==> src/rtl/rand_pkg.sv <==
// Shared constants, FSM state type and the rejection-sampling mask helper.
package rand_pkg;

    localparam int RND_W = 16;

    typedef enum logic {
        IDLE = 1'b0,
        RUN  = 1'b1
    } state_e;

    // Smallest 2^k-1 that covers range-1; smearing the top set bit downwards gives it directly.
    function automatic logic [31:0] mask_of(input logic [31:0] range);
        logic [31:0] m;
        m = range - 32'd1;
        for (int s = 1; s < 32; s = s * 2) begin
            m = m | (m >> s);
        end
        return m;
    endfunction

endpackage

==> src/rtl/rand_fifo.sv <==
// Small prefetch FIFO with a synchronous flush; head is the combinational read of the oldest entry.
module rand_fifo #(
    parameter int W     = 16,
    parameter int DEPTH = 4
) (
    input  logic                       clk,
    input  logic                       reset,
    input  logic                       flush_i,
    input  logic                       push_i,
    input  logic                       pop_i,
    input  logic [W-1:0]               data_i,
    output logic [W-1:0]               head_o,
    output logic [$clog2(DEPTH):0]     count_o
);

    localparam int AW = $clog2(DEPTH);
    localparam int CW = AW + 1;

    logic [DEPTH-1:0][W-1:0] mem_q;
    logic [AW-1:0]           wr_q, rd_q;
    logic [CW-1:0]           cnt_q;

    always_ff @(posedge clk) begin
        if (reset) begin
            mem_q <= '0;
            wr_q  <= '0;
            rd_q  <= '0;
            cnt_q <= '0;
        end else if (flush_i) begin
            wr_q  <= '0;
            rd_q  <= '0;
            cnt_q <= '0;
        end else begin
            if (push_i) begin
                mem_q[wr_q] <= data_i;
                wr_q        <= wr_q + AW'(1);
            end
            if (pop_i) begin
                rd_q <= rd_q + AW'(1);
            end
            case ({push_i, pop_i})
                2'b10:   cnt_q <= cnt_q + CW'(1);
                2'b01:   cnt_q <= cnt_q - CW'(1);
                default: cnt_q <= cnt_q;
            endcase
        end
    end

    assign head_o  = mem_q[rd_q];
    assign count_o = cnt_q;

endmodule

==> src/rtl/rand_range_sampler.sv <==
// Mask-and-reject sampler: turns a free-running LFSR word into uniform values in [0, range)
// and prefetches accepted values into a FIFO drained over valid/ready.
module rand_range_sampler
    import rand_pkg::*;
#(
    parameter int RND_W  = rand_pkg::RND_W,
    parameter int DEPTH  = 4,
    parameter int STRIDE = 1
) (
    input  logic             clk,
    input  logic             reset,
    input  logic [RND_W-1:0] rnd_in,
    input  logic [RND_W-1:0] range_in,
    input  logic             range_load,
    output logic [RND_W-1:0] out_data,
    output logic             out_valid,
    input  logic             out_ready,
    output logic             range_invalid,
    output logic [15:0]      reject_count
);

    localparam int          CW          = $clog2(DEPTH) + 1;
    localparam logic [3:0]  STRIDE_LAST = 4'(STRIDE - 1);

    state_e           state_q, state_d;
    logic [RND_W-1:0] range_q, range_d;
    logic [RND_W-1:0] mask_q, mask_d;
    logic             inv_q, inv_d;
    logic [3:0]       stride_q, stride_d;
    logic [15:0]      rej_q, rej_d;

    logic [RND_W-1:0] cand;
    logic             accept, sample, push, pop, full;
    logic [RND_W-1:0] head;
    logic [CW-1:0]    count;

    assign full = (count == CW'(DEPTH));

    always_comb begin
        state_d  = state_q;
        range_d  = range_q;
        mask_d   = mask_q;
        inv_d    = inv_q;
        stride_d = (stride_q == STRIDE_LAST) ? 4'd0 : stride_q + 4'd1;
        rej_d    = rej_q;
        push     = 1'b0;
        pop      = 1'b0;
        cand     = rnd_in & mask_q;
        accept   = (cand < range_q);
        sample   = (state_q == RUN) && (stride_q == 4'd0);

        // A load wins over everything in its cycle: in-flight push/pop are discarded.
        if (range_load) begin
            range_d  = range_in;
            mask_d   = RND_W'(mask_of(32'(range_in)));
            inv_d    = (range_in == '0);
            state_d  = (range_in != '0) ? RUN : IDLE;
            stride_d = 4'd0;
            rej_d    = 16'd0;
        end else begin
            pop = (count != '0) && out_ready;
            if (sample) begin
                if (accept) begin
                    push = !full || pop;
                end else if (rej_q != 16'hFFFF) begin
                    rej_d = rej_q + 16'd1;
                end
            end
        end
    end

    always_ff @(posedge clk) begin
        if (reset) begin
            state_q  <= IDLE;
            range_q  <= '0;
            mask_q   <= '0;
            inv_q    <= 1'b1;
            stride_q <= 4'd0;
            rej_q    <= 16'd0;
        end else begin
            state_q  <= state_d;
            range_q  <= range_d;
            mask_q   <= mask_d;
            inv_q    <= inv_d;
            stride_q <= stride_d;
            rej_q    <= rej_d;
        end
    end

    rand_fifo #(
        .W     (RND_W),
        .DEPTH (DEPTH)
    ) u_fifo (
        .clk     (clk),
        .reset   (reset),
        .flush_i (range_load),
        .push_i  (push),
        .pop_i   (pop),
        .data_i  (cand),
        .head_o  (head),
        .count_o (count)
    );

    assign out_data      = head;
    assign out_valid     = (count != '0);
    assign range_invalid = inv_q;
    assign reject_count  = rej_q;

endmodule

==> config.mk <==
export PLATFORM = sky130hd
export DESIGN_NAME = rand_range_sampler
export DESIGN_NICKNAME = d
export VERILOG_FILES = /design/src/rtl/rand_pkg.sv /design/src/rtl/rand_fifo.sv /design/src/rtl/rand_range_sampler.sv
export SDC_FILE = /design/constraint.sdc
export NUM_CORES = 1
export LEC_CHECK = 0
export ABC_AREA = 1
export BUFFER_PORTS_ARGS = -buffer_cell sky130_fd_sc_hd__buf_2
export CAP_MARGIN = 20
export CELL_PAD_IN_SITES_DETAIL_PLACEMENT = 2
export CELL_PAD_IN_SITES_GLOBAL_PLACEMENT = 2
export CORE_ASPECT_RATIO = 1.2
export CORE_MARGIN = 8
export CORE_UTILIZATION = 33
export CTS_CLUSTER_DIAMETER = 150
export CTS_CLUSTER_SIZE = 28
export DETAILED_ROUTE_END_ITERATION = 16
export PLACE_DENSITY = 0.88
export RECOVER_POWER = 50
export SLEW_MARGIN = 10
export SYNTH_ARGS = -nofsm -noshare
export SYNTH_HDL_FRONTEND = slang
export SYNTH_HIERARCHICAL = 1
export SYNTH_SLANG_ARGS = --single-unit
export TNS_END_PERCENT = 5
==> constraint.sdc <==
create_clock -name clk -period 3.45 [get_ports clk]
set_clock_uncertainty 0.05 [all_clocks]
set_input_delay 0.345 -clock clk [delete_from_list [all_inputs] [get_ports clk]]
set_output_delay 0.345 -clock clk [all_outputs]
set_load 0.005 [all_outputs]
; Word level (Yosys, flattened, before mapping)
; Index checks and enable logic that the tools add are counted.
[op_classes]
n_addsub = 7
order_cmp = 4
eq_ne = 4
mux = 11
bitwise = 8
n_reduce_logical = 14
[op_table]
columns = operator, n
row1 = $bwmux W64, 1
row2 = $bmux W16 S2, 1
row3 = $demux W16 S2, 1
row4 = $mux W16, 2
row5 = $or A32 B24 Y32, 1
row6 = $or A32 B28 Y32, 1
row7 = $or A32 B30 Y32, 1
row8 = $or A32 B31 Y32, 1
row9 = $sub A16 B1 Y17 const B, 1
row10 = $add A16 B1 Y16 const B, 1
row11 = $and A16 B16 Y16, 1
row12 = $logic_not A16 Y1, 1
row13 = $lt A16 B16 Y1, 1
row14 = $ne A16 B16 Y1 const B, 1
row15 = $or A16 B16 Y16, 1
row16 = $reduce_bool A16 Y1, 1
row17 = $lt A2 B3 Y1 const B, 2
row18 = $pmux W3 S2, 1
row19 = $mux W1, 5
row20 = $add A2 B1 Y2 const B, 2
row21 = $add A4 B1 Y4 const B, 1
row22 = $logic_not A4 Y1, 1
row23 = $add A3 B1 Y3 const B, 1
row24 = $eq A3 B3 Y1 const B, 1
row25 = 14 further kinds, 17
[totals]
ff_bits = 125
in_bits = 36
output_inout_bits = 34
wordCells = 61

; Logic depth before layout (Yosys ltp)
; Gate-level depths: netlist of run 1.
[logic_depth]
ltp_word = 8
mapped_depth = 23
ltp_nobuf = 21

; By module
; Netlist of run 1, hierarchy kept.
[by_module_without_submodules]
columns = mod, n_inst, cells_per_inst, area_each_um2
row1 = rand_range_sampler, 1, 522, 3403.3
row2 = rand_fifo, 1, 487, 3360.7

; Least setup slack after synthesis of run 1
; Ideal clock, no wire load.
[synth_timing]
path_kind = in2reg
start = input rnd_in[9]
end = register u_fifo.cnt_q[2] (netlist: u_fifo/count_o[2])
setup_time_ns = 0.113
arrival_ns = 2.996
path_slack_ns = 0.291
stages = 20
cell_sequence = nand2_1 -> inv_1 -> ha_1 -> a21o_1 -> nand3_1 -> a21oi_1 -> nor2_1 -> nand2_1 -> buf_2 -> nor4_1 -> buf_4 -> inv_1 -> ha_1 -> fa_1 -> inv_1 -> nand2_1 -> nand3_1 -> nand2_1 -> nand2_1 -> nor2_1
[synth_between]
elab_chain_cells = 7
elab_cells_between_ends = 9
[synth_rtl]
columns = element, line_no
row1 = from (decl), rand_range_sampler.sv:12  ; input logic [RND_W-1:0] rnd_in,
row2 = $and A16 B16 Y16 *, rand_range_sampler.sv:48  ; cand = rnd_in & mask_q;
row3 = named net cand[9], rand_range_sampler.sv:32  ; logic [RND_W-1:0] cand;
row4 = $lt A16 B16 Y1 *, rand_range_sampler.sv:49  ; accept = (cand < range_q);
row5 = $mux W1 *, rand_range_sampler.sv:63  ; if (accept) begin
row6 = $mux W1 *, rand_range_sampler.sv:62  ; if (sample) begin
row7 = $mux W1 *, rand_range_sampler.sv:53  ; if (range_load) begin
row8 = named net push, rand_range_sampler.sv:33  ; logic accept, sample, push, pop, full;
row9 = $eq A2 B1 Y1 / $eq A2 B2 Y1 (equally long branches), rand_fifo.sv:41  ; case ({push_i, pop_i})
row10 = $pmux W3 S2 / $reduce_bool A2 Y1 (equally long branches), -
row11 = to (signal assigned), rand_fifo.sv:42  ; 2'b10: cnt_q <= cnt_q + CW'(1);
row12 = to (signal assigned), rand_fifo.sv:43  ; 2'b01: cnt_q <= cnt_q - CW'(1);
row13 = to (signal assigned), rand_fifo.sv:44  ; default: cnt_q <= cnt_q;
row14 = to (decl), rand_fifo.sv:21  ; logic [CW-1:0] cnt_q;
; The timed path passes the listed nets; every way through them passes the cells marked *.
; A chain may end at the register's enable or synchronous reset.

; Worst setup path in the final report of run 1
[layout_timing]
start = register u_fifo.rd_q[0]
end = output out_data[5]
[layout_between]
elab_chain_cells = 2
[layout_rtl]
columns = element, line_no
row1 = from (decl), rand_fifo.sv:20  ; logic [AW-1:0] wr_q, rd_q;
row2 = from (signal assigned), rand_fifo.sv:39  ; rd_q <= rd_q + AW'(1);
row3 = $bmux W16 S2, rand_fifo.sv:49  ; assign head_o = mem_q[rd_q];
row4 = $mux W16 (implied by the code), rand_fifo.sv:49
row5 = to (decl), rand_range_sampler.sv:15  ; output logic [RND_W-1:0] out_data,
; Every way passes these cells. The select of a mux whose other input is x is not followed.

==> results of run 1 <==
==> per-layer routing <==
metal | track usage (%) | part of all wire (%) | wire length [um] | vias to the layer above
met5 | 0 | 0 | 0 | -
met4 | 9.25 | 2.1 | 565 | 0
met3 | 4.34 | 4.2 | 1130 | 46
met2 | 37.6 | 52 | 13900 | 160
met1 | 24.4 | 42 | 11200 | 3527
li1 | - | - | - | 3335
==> cell usage after synthesis (all sizes together) (2+ instances only) <==
cell type / count / area share (%)
clkbuf: 17 / 0.94
buf: 32 / 2.6
a21oi: 96 / 7.1
inv: 126 / 7.0
nor3: 3 / 0.22
xnor2: 7 / 0.91
o211ai: 18 / 2.0
nand4: 38 / 3.5
ha: 26 / 4.8
nand3: 48 / 4.0
nor2: 147 / 8.8
nand2: 258 / 14
nor4: 2 / 0.18
xor2: 15 / 1.9
dfxtp: 125 / 37
o21ai: 45 / 3.3
==> through the flow <==
stage | setup WS [ps] | area (um2)
after global routing | 125 | 7860
final | 298 | 7860
after floorplan | 291 | 6760
after detailed placement | 438 | 7310
after global placement | 628 | 7310
after CTS | 314 | 7900
==> cells by family (layout without fill, tap and decap cells) <==
group,after synthesis,in the layout
simple gates,497,497
buf+inv,175,241
compound gates,163,163
flops,125,125
fa+ha+maj,27,27
xor+xnor,22,22
other cells,0,2
==> registers in the layout, summed over array words and instances, names as in the netlist <==
name            flops
mask_q             16
range_q            16
range_invalid       1
u_fifo/count_o      3
u_fifo/mem_q       64
reject_count       16
u_fifo/rd_q         2
u_fifo/wr_q         2
state_q             1
stride_q            4
==> final timing paths <==
path,to,slack (ps)
worst min-delay path,range_q[4],160
worst max register to register,u_fifo/count_o[2],370
worst max-delay path,out_data[5],300
worst min register to register,stride_q[0],410
==> worst max-delay path: cells and delay by family, from the launching register on <==
kind | cells | cell delay, ps
flip-flops | 1 | 1360
AND/OR/NAND/NOR | 1 | 120
buffers and inverters | 2 | 590
AO/OA/AOI/OAI | 2 | 230
==> final cells by class <==
type	count	area, um2	share of cell area [%]
multi-input combinational	709	3540	45.1
sequential	125	2500	31.8
inverter	126	473	6.02
clock buffer	17	425	5.41
timing repair buffer	83	415	5.29
tap	265	332	4.22
clock inverter	15	160	2.04
antenna	2	5.00	0.0637
==> where the power goes <==
group / leakage [nW] / switching [mW] / internal (mW)
Clock: 0.285 / 0.762 / 1.07
Combinational: 2.28 / 0.254 / 0.0966
Sequential: 1.02 / 0.0218 / 1.48
Total: 3.58 / 1.04 / 2.64
==> results.toml, run 1 <==
[run_status]
status = "finished with violations"
violations = "capacitance limit, slew limit"

[synthesis]
ys_seq_elements = 125
synth_area_um2 = 6760
synth_xor_area_share_pct = 2.85
synthesis.nets = 1072
yosysSeqAreaShare_pct = 37.0
ys_types = 33
synth-compound-area-share_pct = 13.2
synth_cells = 1009
synth_top_family_by_area = "simple AND/OR/NAND/NOR gates"
ys_warn_count = 6
synth.area.mux_share_pct = 0
syn-mean-instance-area_um2 = 6.70
synth_flop_cell = "dfxtp_1"
synthArstFlopShare_pct = 0
synth_edf_count = 0
synthSimpleGateAreaFrac_pct = 31.3
synthAdderAreaFrac_pct = 5.11

[clock_tree]
ctsResizeCount = 0
numCtsBuffers = 17
cts_root_buf = "clkbuf_16"
ctsHoldBuffers = 0
cts_tree = "yes"
cts_setup_buffers = 0
clock_latency_ps = 440
clock_path_buffers = 2
clk_pin_slew_worst_paths_ps = 60
cts_sinks = 125
htreeDepth = 4

[route]
drc = 0
via_per_inst = 5.27
drtIter0Drc = 389
drtAntennaViolNets = 0
drtPass1Iterations = 4
via_count = 7068
routed_wl_um = 26800
post_drt_wl_per_cell_um = 20.0

[placed_design]
placed_cells = 1308
hpwl_um = 16800
gp_congestion = 0.791
portBuffers = 69

[hold_path]
hold-path-cell-count = 3
hp-class = "in2reg"
min_from = "range_in[4]"

[cells_and_area]
final_common_cell = "nand2_1"
most-common-layout-cells = "256 x nand2_1, 138 x nor2_1, 125 x dfxtp_1, 124 x inv_1, 96 x a21oi_1"
drive_above_1_share_pct = 10.3
syn2layout_area_growth_pct = 16.2
fillers = 2457
final_net_count = 1125
fin_cells = 1342
utilization_pct = 38.9

[critical_path]
crit_path_end_kind = "output port"
crit_type = "reg2out"
crit_chain = "buf_4, a21oi_1, o21ai_0, nand2_1, buf_2"
crit_path_max_incr_delay_ps = 1360
cp-start-kind = "flop"
cp_max_fo = 44
crit_arrival_ps = 2760
ff2ff_path_depth = 15
slowest_stage = "dfxtp_1"
crit_path_start = "u_fifo/rd_q[0]"
reg2reg_from = "mask_q[14]"
required_ps = 3050

[die]
die-area_um2 = 25400
die_x_um = 147
num_rows = 57
die_h_um = 173
io_pins = 70
start_util_pct = 33.5
core_um2 = 20200

[global_route]
grt_start_max_net_pins = 45
antenna_found_initial = 2
grt-ovfl-total = 0
grt_pass1_wl_um = 43500
grt_usage_pct = 21.3
grt_pass1_vias = 7985

[job]
cap_violations = 2

[timing]
rsz0062_at_grt = "false"
hold_viol = 0
tightest_slew_ps = 1790
fin_crit_sh_pct = 91.4
whs_ps = 157
setup_viol = 0
min_period_ps = 3150
fmax_mhz = 317
maxSlewViolCount = 79
finalSetupTns_ps = 0
maxSlewHeadroom_pct = -19.0

[pwr]
peakVddDrop_uv = 363
power_density_nw_per_um2 = 469
power_mw = 3.68
leakage_nw = 3.58
Power figures use the tool's default switching activity.
==> run 2: changes to the inputs <==
--- a/config.mk
+++ b/config.mk
@@ -5,14 +5,13 @@
 export SDC_FILE = /design/constraint.sdc
 export NUM_CORES = 1
 export LEC_CHECK = 0
-export ABC_AREA = 1
 export BUFFER_PORTS_ARGS = -buffer_cell sky130_fd_sc_hd__buf_2
 export CAP_MARGIN = 20
 export CELL_PAD_IN_SITES_DETAIL_PLACEMENT = 2
 export CELL_PAD_IN_SITES_GLOBAL_PLACEMENT = 2
 export CORE_ASPECT_RATIO = 1.2
 export CORE_MARGIN = 8
-export CORE_UTILIZATION = 33
+export CORE_UTILIZATION = 36
 export CTS_CLUSTER_DIAMETER = 150
 export CTS_CLUSTER_SIZE = 28
 export DETAILED_ROUTE_END_ITERATION = 16
==> constraint.sdc (replaced) <==
create_clock -name clk -period 3.45 [get_ports clk]
set_clock_uncertainty 0.05 [all_clocks]
set_input_delay 0.5175 -clock clk [delete_from_list [all_inputs] [get_ports clk]]
set_output_delay 0.5175 -clock clk [all_outputs]
set_load 0.005 [all_outputs]
==> results.toml, run 2 <==
[clock_tree]
htreeDepth = 4
clock_latency_ps = 440
numCtsBuffers = 17
cts_sinks = 125
clock_path_buffers = 2
cts_setup_buffers = 0
cts_tree = "yes"
clk_pin_slew_worst_paths_ps = 60
cts_root_buf = "clkbuf_16"

[pwr]
leakage_nw = 2.72
power_density_nw_per_um2 = 480
combPwrFrac_pct = 9.7
power.switching_mw = 0.951
power_mw = 3.56
intPower_mw = 2.61
peakVddDrop_uv = 383
clkPwrFrac_pct = 48.4
switching_share_pct = 26.7
power_frac_seq_pct = 42.0

[die]
die_x_um = 138
die_h_um = 162
start_util_pct = 36.6
num_rows = 53
core_um2 = 17400
die-area_um2 = 22300
io_pins = 70

[synthesis]
syn-mean-instance-area_um2 = 8.72
synthesis.nets = 795
synth_xor_area_share_pct = 2.06
yosys.area.top_type = "dfxtp_1"
synthMostInstantiatedCell = "nand2_1"
synth_top_family_by_area = "simple AND/OR/NAND/NOR gates"
ys_seq_elements = 125
synth_edf_count = 0
synth_cells = 732
synthSimpleGateAreaFrac_pct = 24.8
synthArstFlopShare_pct = 0
synth-compound-area-share_pct = 13.6
yosysSeqAreaShare_pct = 39.2
synth_flop_cell = "dfxtp_1"
synth.area.mux_share_pct = 8.98
synth_area_um2 = 6380
synthAdderAreaFrac_pct = 5.41
ys_warn_count = 6
synth_area_leaders = "dfxtp_1 39%, nand2_1 8.8%, mux4_2 5.6%, a21oi_1 5.5%, ha_1 5.1%"
ys_types = 65
synth_top_area_share_pct = 39.2
ys_top_cells_by_count = "149 x nand2_1, 125 x dfxtp_1, 70 x a21oi_1"

[route]
drc = 0
drtAntennaViolNets = 0
via_count = 5863
post_drt_wl_per_cell_um = 23.9
drtIter0Drc = 288
routed_wl_um = 24600
drtPass1Iterations = 4
via_per_inst = 5.69

[cells_and_area]
drive_above_1_share_pct = 17.8
most-common-layout-cells = "149 x nand2_1, 125 x dfxtp_1, 69 x a21oi_1, 58 x nor2_1, 42 x buf_2"
largest_reg_flops = 64
syn2layout_area_growth_pct = 16.2
final_net_count = 860
diodes = 0
final_common_cell = "nand2_1"
largest-register = "u_fifo/mem_q"

[global_route]
grt-ovfl-total = 0
antenna_found_initial = 0
grt_pass1_vias = 6898
grt_usage_pct = 22.6
grt_start_max_net_pins = 61
grt_pass1_wl_um = 38600

[timing]
setup_viol = 0
fin_crit_sh_pct = 96.6
tightest_slew_ps = 1510
min_period_ps = 3330
maxSlewViolCount = 31
hold_viol = 0
whs_ps = 367
fmax_mhz = 300
maxSlewHeadroom_pct = -0.621
fin_ws_ps = 117

[critical_path]
required_ps = 3750
cp_max_fo = 2
crit_type = "reg2reg"
crit_arrival_ps = 3630
crit_path_end_kind = "flop"
cp-start-kind = "flop"

[placed_design]
hpwl_um = 16000
portBuffers = 69
pre_cts_ws_ps = -144
gp_congestion = 0.829

[hold_path]
hp-class = "in2reg"

[run_status]
violations = "capacitance limit, slew limit"
status = "finished with violations"

[job]
cap_violations = 1
==> run 2: cell count changes in the layout (fill, tap and decap cells not counted), moves of 27 or more <==
cell	previous run	this run
nand2_1	256	149
inv_1	124	25
nor2_1	138	58
o21ai_0	45	10
nand3_1	43	10
nand4_1	38	10
a21oi_1	96	69
==> run 2: layer usage <==
layer | track usage (%) | part of all wire, % | up-vias
met3 | 4.76 | 3.5 | 58
met4 | 10.1 | 3.3 | 0
li1 | - | - | 2678
met1 | 24.1 | 39 | 2989
met5 | 0 | 0 | -
met2 | 41.3 | 54 | 138
==> run 2: layout make-up <==
type / count / area, um2
Multi-Input combinational cell: 537 / 3520
Timing Repair Buffer: 91 / 467
Clock buffer: 21 / 460
Sequential cell: 125 / 2500
Inverter: 25 / 93.8
Clock inverter: 11 / 93.8
Tap cell: 220 / 275
Fill cell: 1936 / 10000
==> run 2: through the flow <==
stage	cells	setup TNS, ps	utilization, %	cell area [um2]
2_1_floorplan	732	0	-	6410
3_3_place_gp	998	0	39.6	6910
3_5_place_dp	998	-144	39.6	6910
4_1_cts	1030	0	42.8	7470
5_1_grt	1030	-4.35	42.5	7420
6_report	1030	0	42.5	7420
==> run 2: logic make-up after synthesis <==
| family | after synthesis |
|---|---|
| AOI/OAI and AO/OA | 138 |
| xor gates and xnor gates | 15 |
| adders and majority gates | 27 |
| buffers and inverters | 70 |
| DFF | 125 |
| muxes | 37 |
| and+or+nand+nor | 320 |
==> run 2: repair_timing <==
action,in CTS,in global routing
setup endpoints to repair,0,1
hold buffers,0,0
gates resized for setup,0,5
hold endpoints to repair,0,0
==> run 2: final timing paths <==
kind / start / end / slack (ps) / cells after the start
worst max-delay path: mask_q[1] / u_fifo/count_o[2] / 120 / 13
worst min-delay path: range_in[11] / range_q[11] / 370 / 3
worst max register to register: mask_q[1] / u_fifo/count_o[2] / 120 / 13
worst min register to register: u_fifo/mem_q[3] / u_fifo/mem_q[3] / 410 / 2
==> run 2: worst max-delay path, cell delays in order (launching register included) <==
cell      delay (ps)
dfxtp_1          310
and2_1           160
ha_1             220
nand2b_1         170
o221a_2          270
o311ai_4         250
nand3_2          160
nor4_4           270
inv_1             90
ha_1             280
fa_1             400
xnor2_1          160
or3_1            310
a21oi_1          150
==> run 2: power by group through the flow <==
| stage | sequential [mW] | combinational (mW) | clock (mW) |
|---|---|---|---|
| after floorplan | 1.52 | 0.205 | 0 |
| after global placement | 1.52 | 0.302 | 0 |
| after detailed placement | 1.52 | 0.327 | 0 |
| after CTS | 1.50 | 0.341 | 1.75 |
| after global routing | 1.50 | 0.369 | 1.82 |
| final | 1.50 | 0.344 | 1.72 |
==> run 3: changes to the inputs <==
--- a/config.mk
+++ b/config.mk
@@ -17,6 +17,7 @@
 export DETAILED_ROUTE_END_ITERATION = 16
 export PLACE_DENSITY = 0.88
 export RECOVER_POWER = 50
+export REMOVE_ABC_BUFFERS = 1
 export SLEW_MARGIN = 10
 export SYNTH_ARGS = -nofsm -noshare
 export SYNTH_HDL_FRONTEND = slang
==> results.toml, run 3 (synthesis results as in run 2) <==
[clock_tree]
htreeDepth = 4
cts_sinks = 125
cts_tree = "yes"
clock_latency_ps = 420
cts_root_buf = "clkbuf_16"
clock_path_buffers = 2
numCtsBuffers = 17
clk_pin_slew_worst_paths_ps = 60

[critical_path]
crit_path_end_kind = "flop"
ff2ff_path_depth = 13
cp_max_fo = 2
crit_path_max_incr_delay_ps = 370
required_ps = 3740
slowest_stage = "o311ai_4"
crit_type = "reg2reg"
crit_arrival_ps = 3650
cp-start-kind = "flop"
reg2reg_from = "mask_q[1]"
crit_path_frequent_cell = "ha_1"
reg2reg_slack_ps = 90
r2r-end = "u_fifo/count_o[2]"
crit_chain = "and2_1, ha_1, nand2b_1, o221a_2, o311ai_4, nand3_2, nor4_4, inv_1, ha_1, fa_2, xnor2_1, or3_1, a21oi_1"

[route]
drtAntennaViolNets = 0
drc = 0
via_count = 5940
routed_wl_um = 25300
drtPass1Iterations = 4
via_per_inst = 5.67
drtIter0Drc = 209
post_drt_wl_per_cell_um = 24.1

[global_route]
grt_pass1_wl_um = 39700
grt_start_max_net_pins = 44
grt_pass1_vias = 7081
grt_usage_pct = 23.3
grt-ovfl-total = 0
antenna_found_initial = 0

[die]
die_h_um = 162
core_um2 = 17400
die_x_um = 138
die-area_um2 = 22300
io_pins = 70
num_rows = 53
start_util_pct = 36.6

[placed_design]
portBuffers = 69
place_area_um2 = 7050
gp_congestion = 0.793
hpwl_um = 17600
pre_cts_ws_ps = -452

[timing]
hold_viol = 0
tightest_slew_ps = 1860
fmax_mhz = 298
fin_ws_ps = 90.2
fin_crit_sh_pct = 97.4
min_period_ps = 3360
setup_viol = 0
maxSlewHeadroom_pct = -24.2
maxSlewViolCount = 38

[pwr]
power_mw = 3.63
power_density_nw_per_um2 = 476
peakVddDrop_uv = 344
leakage_nw = 2.83

[cells_and_area]
final_net_count = 878
fin_area_um2 = 7630
largest_reg_flops = 64
drive_above_1_share_pct = 19.9
syn2layout_area_growth_pct = 19.6
final_common_cell = "nand2_1"
diodes = 0
most-common-layout-cells = "149 x nand2_1, 125 x dfxtp_1, 70 x a21oi_1, 58 x nor2_1, 45 x buf_2"
largest-register = "u_fifo/mem_q"

[hold_path]
min_to = "range_q[11]"
hp-class = "in2reg"
hold-path-cell-count = 3
min_from = "range_in[11]"

[job]
cap_violations = 1

[run_status]
status = "finished with violations"
violations = "capacitance limit, slew limit"
## run 3: cell types whose count changed in the layout (fill, tap and decap cells not counted), sizes merged
| cell | before | now |
|---|---|---|
| inv | 25 | 27 |
| clkbuf | 51 | 47 |
| clkinv | 6 | 5 |
| bufinv | 1 | 2 |
| buf | 61 | 81 |
## run 3: metal layers
layer / part of all wire, % / wire, um / vias up / track usage (%)
met5: 0 / 0 / - / 0
met4: 3.9 / 989 / 0 / 12.4
met3: 3.7 / 930 / 74 / 4.20
met2: 55 / 13800 / 171 / 42.8
met1: 38 / 9530 / 2985 / 24.2
li1: - / - / 2710 / -
## run 3: worst max-delay path: cells and delay by family (launching register included)
kind,cells,cell delay (ps)
simple gates,5,1010
buf+inv,1,100
flops,1,310
xor+xnor,1,150
compound gates,3,790
fa+ha+maj,3,850
## run 3: power by group
group | internal [mW] | leakage (nW) | switching (mW)
clock | 1.08 | 0.276 | 0.703
combinational | 0.125 | 1.54 | 0.227
sequential | 1.47 | 1.02 | 0.0205
## run 3: through the flow
stage / util, % / std cells / TNS, ps / hold WS [ps]
finish: 43.8 / 1048 / 0 / 374
global route: 43.8 / 1048 / -25.5 / 386
CTS: 43.9 / 1046 / 0 / 367
detailed placement: 40.4 / 1014 / -1710 / 405
global placement: 40.4 / 1014 / -210 / 389
floorplan: - / 687 / -24640 / 377
## run 3: final cells by class
class	count	area, um2
fill	1926	9810
timing repair buffer	109	639
clock buffer	19	443
sequential	125	2500
clock inverter	13	140
inverter	25	93.8
tap	220	275
multi-input combinational	537	3540
## run 3: what timing repair did
| item | in CTS | in global routing |
|---|---|---|
| buffers inserted | 0 | 2 |
| pin swaps | 1 | 3 |
| hold buffers | 0 | 0 |
| setup endpoints to repair | 14 | 1 |
| resized for setup | 4 | 2 |
## run 3: worst max path at each step
| stage | startpoint | endpoint | slack (ps) | depth (start not counted) |
|---|---|---|---|---|
| floorplan | rnd_in[1] | u_fifo/count_o[2] | -940 | 13 |
| global placement | rnd_in[1] | u_fifo/count_o[2] | -210 | 14 |
| global route | mask_q[1] | u_fifo/count_o[2] | -30 | 13 |
| finish | mask_q[1] | u_fifo/count_o[2] | 90 | 13 |
| detailed placement | rnd_in[1] | u_fifo/count_o[2] | -450 | 14 |
| CTS | mask_q[5] | u_fifo/count_o[2] | 6 | 13 |
